`src/rtl/enemy_mover.sv`:
```
// Grid-scan enemy mover: each moving update walks the level grid, steps every enemy one cell
// in an LFSR-chosen direction (up to four tries), then a second pass commits moved cells.
module enemy_mover #(
  parameter int unsigned            GRID_W     = 40,
  parameter int unsigned            GRID_H     = 30,
  parameter int unsigned            X_BITS     = 6,
  parameter int unsigned            Y_BITS     = 5,
  parameter int unsigned            CELL_BITS  = 3,
  parameter logic [CELL_BITS-1:0]   AIR_CODE   = CELL_BITS'(0),
  parameter logic [CELL_BITS-1:0]   ENEMY_CODE = CELL_BITS'(4),
  parameter logic [CELL_BITS-1:0]   MOVED_CODE = CELL_BITS'(5),
  parameter int unsigned            PERIOD     = 200000,
  parameter logic [7:0]             LFSR_SEED  = 8'hA5
) (
  input  logic                       clock,
  input  logic                       reset,
  input  logic                       start,
  output logic                       done,
  output logic [X_BITS-1:0]          grid_x,
  output logic [Y_BITS-1:0]          grid_y,
  input  logic [CELL_BITS-1:0]       grid_out,
  output logic                       grid_write,
  output logic [CELL_BITS-1:0]       grid_in,
  output logic [X_BITS+Y_BITS-1:0]   enemy_count
);

  localparam int unsigned CW = X_BITS + Y_BITS;
  localparam int unsigned TW = (PERIOD > 1) ? $clog2(PERIOD) : 1;
  localparam logic [X_BITS-1:0] XMAX = X_BITS'(GRID_W - 1);
  localparam logic [Y_BITS-1:0] YMAX = Y_BITS'(GRID_H - 1);
  localparam logic [TW-1:0]     TLOAD = TW'(PERIOD - 1);

  typedef enum logic [3:0] {
    WAIT, CHECK_TIMER, S_ADDR, S_READ, PICK_DIR, T_ADDR, T_READ, BLOCKED,
    W_NEW, W_OLD, F_ADDR, F_READ, F_WRITE, DONE
  } state_t;

  state_t                r_state;
  logic [TW-1:0]         r_timer;
  logic [7:0]            r_lfsr;
  logic [X_BITS-1:0]     r_sx;
  logic [Y_BITS-1:0]     r_sy;
  logic [1:0]            r_dir;
  logic [1:0]            r_tries;
  logic                  r_oob;
  logic [CW-1:0]         r_cnt;
  logic                  r_done;
  logic [X_BITS-1:0]     r_gx;
  logic [Y_BITS-1:0]     r_gy;
  logic                  r_gw;
  logic [CELL_BITS-1:0]  r_gi;
  logic [CW-1:0]         r_ecnt;

  logic                  w_fb;
  logic                  w_last;
  logic [X_BITS-1:0]     w_nx;
  logic [Y_BITS-1:0]     w_ny;
  logic [1:0]            w_dsel;
  logic                  w_oob;
  logic [X_BITS-1:0]     w_tx;
  logic [Y_BITS-1:0]     w_ty;

  assign w_fb   = r_lfsr[7] ^ r_lfsr[5] ^ r_lfsr[4] ^ r_lfsr[3];
  assign w_last = (r_sx == XMAX) && (r_sy == YMAX);
  assign w_nx   = (r_sx == XMAX) ? '0 : r_sx + X_BITS'(1);
  assign w_ny   = (r_sx == XMAX) ? r_sy + Y_BITS'(1) : r_sy;
  // First try takes the LFSR direction; every retry rotates one step clockwise.
  assign w_dsel = (r_state == PICK_DIR) ? r_lfsr[1:0] : r_dir + 2'd1;

  always_comb begin
    w_oob = 1'b0;
    w_tx  = r_sx;
    w_ty  = r_sy;
    case (w_dsel)
      2'd0: begin w_oob = (r_sy == '0);  w_ty = r_sy - Y_BITS'(1); end
      2'd1: begin w_oob = (r_sx == XMAX); w_tx = r_sx + X_BITS'(1); end
      2'd2: begin w_oob = (r_sy == YMAX); w_ty = r_sy + Y_BITS'(1); end
      default: begin w_oob = (r_sx == '0); w_tx = r_sx - X_BITS'(1); end
    endcase
  end

  always_ff @(posedge clock) begin
    if (reset) begin
      r_state <= WAIT;
      r_timer <= TLOAD;
      r_lfsr  <= LFSR_SEED;
      r_sx    <= '0;
      r_sy    <= '0;
      r_dir   <= '0;
      r_tries <= '0;
      r_oob   <= 1'b0;
      r_cnt   <= '0;
      r_done  <= 1'b0;
      r_gx    <= '0;
      r_gy    <= '0;
      r_gw    <= 1'b0;
      r_gi    <= AIR_CODE;
      r_ecnt  <= '0;
    end else begin
      r_lfsr <= {r_lfsr[6:0], w_fb};
      if (r_timer != '0) r_timer <= r_timer - TW'(1);
      r_done <= 1'b0;
      r_gw   <= 1'b0;
      case (r_state)
        WAIT: if (start) r_state <= CHECK_TIMER;
        CHECK_TIMER: begin
          if (r_timer != '0) begin
            r_done  <= 1'b1;
            r_state <= DONE;
          end else begin
            r_timer <= TLOAD;
            r_sx    <= '0;
            r_sy    <= '0;
            r_gx    <= '0;
            r_gy    <= '0;
            r_cnt   <= '0;
            r_state <= S_ADDR;
          end
        end
        S_ADDR: r_state <= S_READ;
        S_READ: begin
          if (grid_out == ENEMY_CODE) begin
            r_cnt   <= r_cnt + CW'(1);
            r_state <= PICK_DIR;
          end else if (w_last) begin
            r_sx <= '0; r_sy <= '0; r_gx <= '0; r_gy <= '0;
            r_state <= F_ADDR;
          end else begin
            r_sx <= w_nx; r_sy <= w_ny; r_gx <= w_nx; r_gy <= w_ny;
            r_state <= S_ADDR;
          end
        end
        // Target address goes out on entry to T_ADDR so read data lands in T_READ.
        PICK_DIR: begin
          r_dir   <= w_dsel;
          r_tries <= '0;
          r_oob   <= w_oob;
          if (!w_oob) begin
            r_gx <= w_tx;
            r_gy <= w_ty;
          end
          r_state <= T_ADDR;
        end
        T_ADDR: r_state <= r_oob ? BLOCKED : T_READ;
        T_READ: begin
          if (grid_out == AIR_CODE) begin
            r_gw    <= 1'b1;
            r_gi    <= MOVED_CODE;
            r_state <= W_NEW;
          end else begin
            r_state <= BLOCKED;
          end
        end
        BLOCKED: begin
          if (r_tries == 2'd3) begin
            if (w_last) begin
              r_sx <= '0; r_sy <= '0; r_gx <= '0; r_gy <= '0;
              r_state <= F_ADDR;
            end else begin
              r_sx <= w_nx; r_sy <= w_ny; r_gx <= w_nx; r_gy <= w_ny;
              r_state <= S_ADDR;
            end
          end else begin
            r_dir   <= w_dsel;
            r_tries <= r_tries + 2'd1;
            r_oob   <= w_oob;
            if (!w_oob) begin
              r_gx <= w_tx;
              r_gy <= w_ty;
            end
            r_state <= T_ADDR;
          end
        end
        W_NEW: begin
          r_gw    <= 1'b1;
          r_gi    <= AIR_CODE;
          r_gx    <= r_sx;
          r_gy    <= r_sy;
          r_state <= W_OLD;
        end
        W_OLD: begin
          if (w_last) begin
            r_sx <= '0; r_sy <= '0; r_gx <= '0; r_gy <= '0;
            r_state <= F_ADDR;
          end else begin
            r_sx <= w_nx; r_sy <= w_ny; r_gx <= w_nx; r_gy <= w_ny;
            r_state <= S_ADDR;
          end
        end
        F_ADDR: r_state <= F_READ;
        // Second pass turns every MOVED marker back into a live enemy.
        F_READ: begin
          if (grid_out == MOVED_CODE) begin
            r_gw    <= 1'b1;
            r_gi    <= ENEMY_CODE;
            r_state <= F_WRITE;
          end else if (w_last) begin
            r_done  <= 1'b1;
            r_ecnt  <= r_cnt;
            r_state <= DONE;
          end else begin
            r_sx <= w_nx; r_sy <= w_ny; r_gx <= w_nx; r_gy <= w_ny;
            r_state <= F_ADDR;
          end
        end
        F_WRITE: begin
          if (w_last) begin
            r_done  <= 1'b1;
            r_ecnt  <= r_cnt;
            r_state <= DONE;
          end else begin
            r_sx <= w_nx; r_sy <= w_ny; r_gx <= w_nx; r_gy <= w_ny;
            r_state <= F_ADDR;
          end
        end
        DONE:    r_state <= WAIT;
        default: r_state <= WAIT;
      endcase
    end
  end

  assign done        = r_done;
  assign grid_x      = r_gx;
  assign grid_y      = r_gy;
  assign grid_write  = r_gw;
  assign grid_in     = r_gi;
  assign enemy_count = r_ecnt;

endmodule

```
`config.mk`:
```
export PLATFORM = sky130hd
export DESIGN_NAME = enemy_mover
export DESIGN_NICKNAME = d
export VERILOG_FILES = /design/src/rtl/enemy_mover.sv
export SDC_FILE = /design/constraint.sdc
export NUM_CORES = 1
export LEC_CHECK = 0
export ABC_AREA = 1
export CORE_MARGIN = 2
export CORE_UTILIZATION = 45
export CTS_CLUSTER_SIZE = 40
export DETAILED_ROUTE_END_ITERATION = 10
export PLACE_DENSITY_LB_ADDON = 0.05
export REMOVE_ABC_BUFFERS = 1
export SLEW_MARGIN = 20
export SYNTH_ARGS = -nofsm -noshare
export SYNTH_HDL_FRONTEND = slang
export SYNTH_SLANG_ARGS = --single-unit
```
`constraint.sdc`:
```
create_clock -name clock -period 3.6 [get_ports clock]
set_clock_uncertainty 0.2 [all_clocks]
set_input_delay 0.72 -clock clock [delete_from_list [all_inputs] [get_ports clock]]
set_output_delay 0.72 -clock clock [all_outputs]
set_load 0.02 [all_outputs]
```
==> run_results.csv <==
group,metric,value,unit
outcome,status,"finished, final reports clean",
pwr,vdd_drop_max,0.272,mV
floorplanning,ios,33,
detailed_routing,vias_per_cell,5.15,
floorplanning,initial_core_util,45.7,%
finish,drive_above_1_share,12.0,%
detailed_routing,wl_per_cell,13.4,µm
global_routing,met2_usage,38.5,%
floorplanning,core,10700,µm²
clock_network,cts_root_buf,"clkbuf_8",
pwr,p_per_area,741,nW/µm²
hold_path,hold_path_class,"flip-flop to flip-flop",
global_routing,top_usage_layer,"met2",
job,maxCapViolations,0,
synthesis,synth.top_cells.by_area,"dfxtp_1, nand2_1, nor2_1",
synthesis,synth.ff_latch_count,83,
worst_setup_path,r2r-start,"r_timer[0]",
detailed_routing,vias,4513,
synthesis,synthArstFlopShare,0,%
global_routing,antenna_found_initial,0,
detailed_routing,drt_wl_total,11800,µm
timing,max_freq,367,MHz
timing,setup_tns,0,ps
finish,fill_cells,1057,
synthesis,synth.distinct_cells,48,
timing,maxSlewHeadroom,46.1,%
finish,num_antenna_cells,0,
synthesis,avgSynthCellArea,6.94,µm²
timing,drv_slew,0,
placement,io_buffers,31,
clock_network,clock_sinks,83,
synthesis,syn_inst,704,
clock_network,ctsHoldBuffers,0,
pwr,power_leakage,2.25,nW
global_routing,grt_pass1_wl,20400,µm
timing,tightest_slew,809,ps
global_routing,grt_max_degree,44,
synthesis,yosysTopAreaCell,"dfxtp_1",
worst_setup_path,crit_required,3650,ps
global_routing,grt_util_met3,3.25,%
worst_setup_path,crit_start,"r_timer[0]",
hold_path,hold_depth,2,
detailed_routing,drt_iter0_drc,227,
finish,multiInputGateArea,2760,µm²
timing,period_share,75.7,%
detailed_routing,drc,0,
synthesis,mappedNetlistArea,4880,µm²
floorplanning,die_x,108,µm
worst_setup_path,crit_type,"flip-flop to flip-flop",
finish,fin_nets,748,
synthesis,synth_edf_count,0,
hold_path,min_from,"r_lfsr[2]",
detailed_routing,first_pass_iters,5,
floorplanning,die-area,11700,µm²
clock_network,htree_levels,3,
global_routing,grt_pass1_vias,4555,
detailed_routing,ant_nets,0,
finish,area_growth,12.4,%
clock_network,cts_buffers,9,
finish,instances_no_fill,876,
global_routing,overflow,0,
worst_setup_path,cp.arrival,2770,ps
worst_setup_path,reg2reg_depth,14,
timing,period_needed,2720,ps
synthesis,synth.top_cell.area_share,34.0,%
timing,rsz0062_at_grt,"false",
clock_network,path_clk_slew,90,ps
clock_network,cts_tree,"built",
global_routing,use_met1,25.9,%
synthesis,yosys_warnings,0,
placement,post-dp-hpwl,8640,µm
clock_network,cts_setup_buffers,0,
worst_setup_path,critPathCaptureType,"flip-flop",
clock_network,insertion_delay,360,ps
global_routing,track_usage,21.8,%
synthesis,ys_seq_area_share,34.0,%
timing,hold_viol_final,0,
floorplanning,rows,38,
placement,finalWeightedCongestion,0.924,
finish,regArea,1660,µm²
worst_setup_path,start_kind,"flip-flop",
floorplanning,die_h,108,µm
clock_network,ctsResizeCount,0,
timing,setup_viol,0,
clock_network,cts_buffer_depth,2,
synthesis,yosys_most_used_dff,"dfxtp_1",
worst_setup_path,path_max_fanout,11,
placement,dp.cells,860,
==> critical path, stage by stage (launching register included) <==
cell and delay [ps]:
dfxtp_1 420, inv_1 100, ha_1 220, nand4_1 80
inv_1 60, nand3_1 250, nor2_2 90, a21oi_1 640
inv_2 190, nand2_1 110, nor2_1 60, nand2_1 60
nand2_1 40, nand2_1 50, nor2_1 30
==> worst paths after layout <==
| check | end | slack, ps |
|---|---|---|
| max reg2reg | r_cnt[5] | 880 |
| max | r_cnt[5] | 880 |
| min reg2reg | r_lfsr[3] | 200 |
| min | r_lfsr[3] | 200 |
==> through the flow <==
| step | setup WS, ps | hold slack (ps) | util (%) | cell area, µm² | total power, mW |
|---|---|---|---|---|---|
| 5_1_grt | 546 | 248 | 51.3 | 5490 | 4.41 |
| 3_5_place_dp | 740 | 194 | 49.3 | 5270 | 3.32 |
| 3_3_place_gp | 802 | 197 | 49.3 | 5270 | 3.29 |
| 2_1_floorplan | 1320 | 188 | - | 4770 | 2.81 |
| 6_report | 875 | 204 | 51.3 | 5490 | 4.07 |
| 4_1_cts | 862 | 207 | 51.3 | 5490 | 4.08 |
==> placed cells by master, fill, tap and decap left out, drive strengths merged, types with 3 or more instances in the layout <==
cell type / netlist / final
nand4: 9 / 9
clkinv: 1 / 3
nand2: 148 / 148
a21oi: 53 / 53
nor2: 103 / 103
nor4: 3 / 3
clkdlybuf4s50: 0 / 30
a22oi: 6 / 6
o21ai: 53 / 53
a211oi: 11 / 11
dfxtp: 83 / 83
xor2: 18 / 18
buf: 11 / 4
clkbuf: 7 / 9
ha: 11 / 11
xnor2: 3 / 3
o22ai: 5 / 5
nand3: 55 / 55
nor3: 17 / 17
inv: 90 / 93
==> state kept, by name, summed over array words and instances (netlist names), 2 cells and up <==
name         count
r_lfsr           8
r_dir            2
r_cnt           11
grid_x           6
r_timer         18
r_sx             6
r_state          4
r_sy             5
grid_in          2
r_tries          2
enemy_count     11
grid_y           5
==> synth_stat cells (2+ instances only) <==
cell	instances
nand2_1	133
or2_2	2
nor2_1	87
a21oi_1	51
nor3_1	16
a211oi_2	9
ha_1	11
nor2_2	12
nand2_4	5
a21oi_2	2
buf_4	5
clkbuf_1	7
nand3_1	52
nor2_8	2
buf_6	4
a211oi_1	2
o22ai_1	5
o21ai_0	42
nand4_1	9
and2_1	2
a31oi_1	2
xor2_1	18
a22oi_1	6
buf_2	2
nand2_2	10
inv_4	2
o311ai_0	2
inv_2	15
nor4_1	3
nand3_2	2
inv_1	73
o21ai_1	9
dfxtp_1	83
nor2_4	2
xnor2_1	3
o21ai_4	2
==> power by group <==
group	total [mW]	switching, mW	internal [mW]
sequential	1.24	0.176	1.07
clock	0.756	0.360	0.396
combinational	2.07	1.40	0.674
==> cell type report <==
type                    count  area share (%)
clock buffers               9            2.26
clock inverters             7            1.76
well taps                 140            3.19
repair buffers             34            5.97
multi-input cells         512            50.2
flip-flops and latches     83            30.3
inverters                  91            6.31
==> kinds of logic (layout without fill, tap and decap cells) <==
family | after synthesis | count (layout) | share of synthesized area, %
other | 1 | 1 | 0.0768
and+or+nand+nor | 340 | 340 | 32.3
DFF | 83 | 83 | 34.0
adders and majority gates | 11 | 11 | 2.82
AOI/OAI and AO/OA | 139 | 139 | 17.5
xor gates and xnor gates | 21 | 21 | 3.77
buffers and inverters | 109 | 141 | 9.53
==> per-layer routing <==
| metal | wire (µm) | up-vias | part of all wire [%] |
|---|---|---|---|
| met3 | 318 | 17 | 2.7 |
| li1 | - | 2365 | - |
| met1 | 5490 | 2057 | 47 |
| met5 | 0 | - | 0 |
| met2 | 5740 | 74 | 49 |
| met4 | 232 | 0 | 2.0 |
No activity file was read; power rests on OpenSTA's default activity.
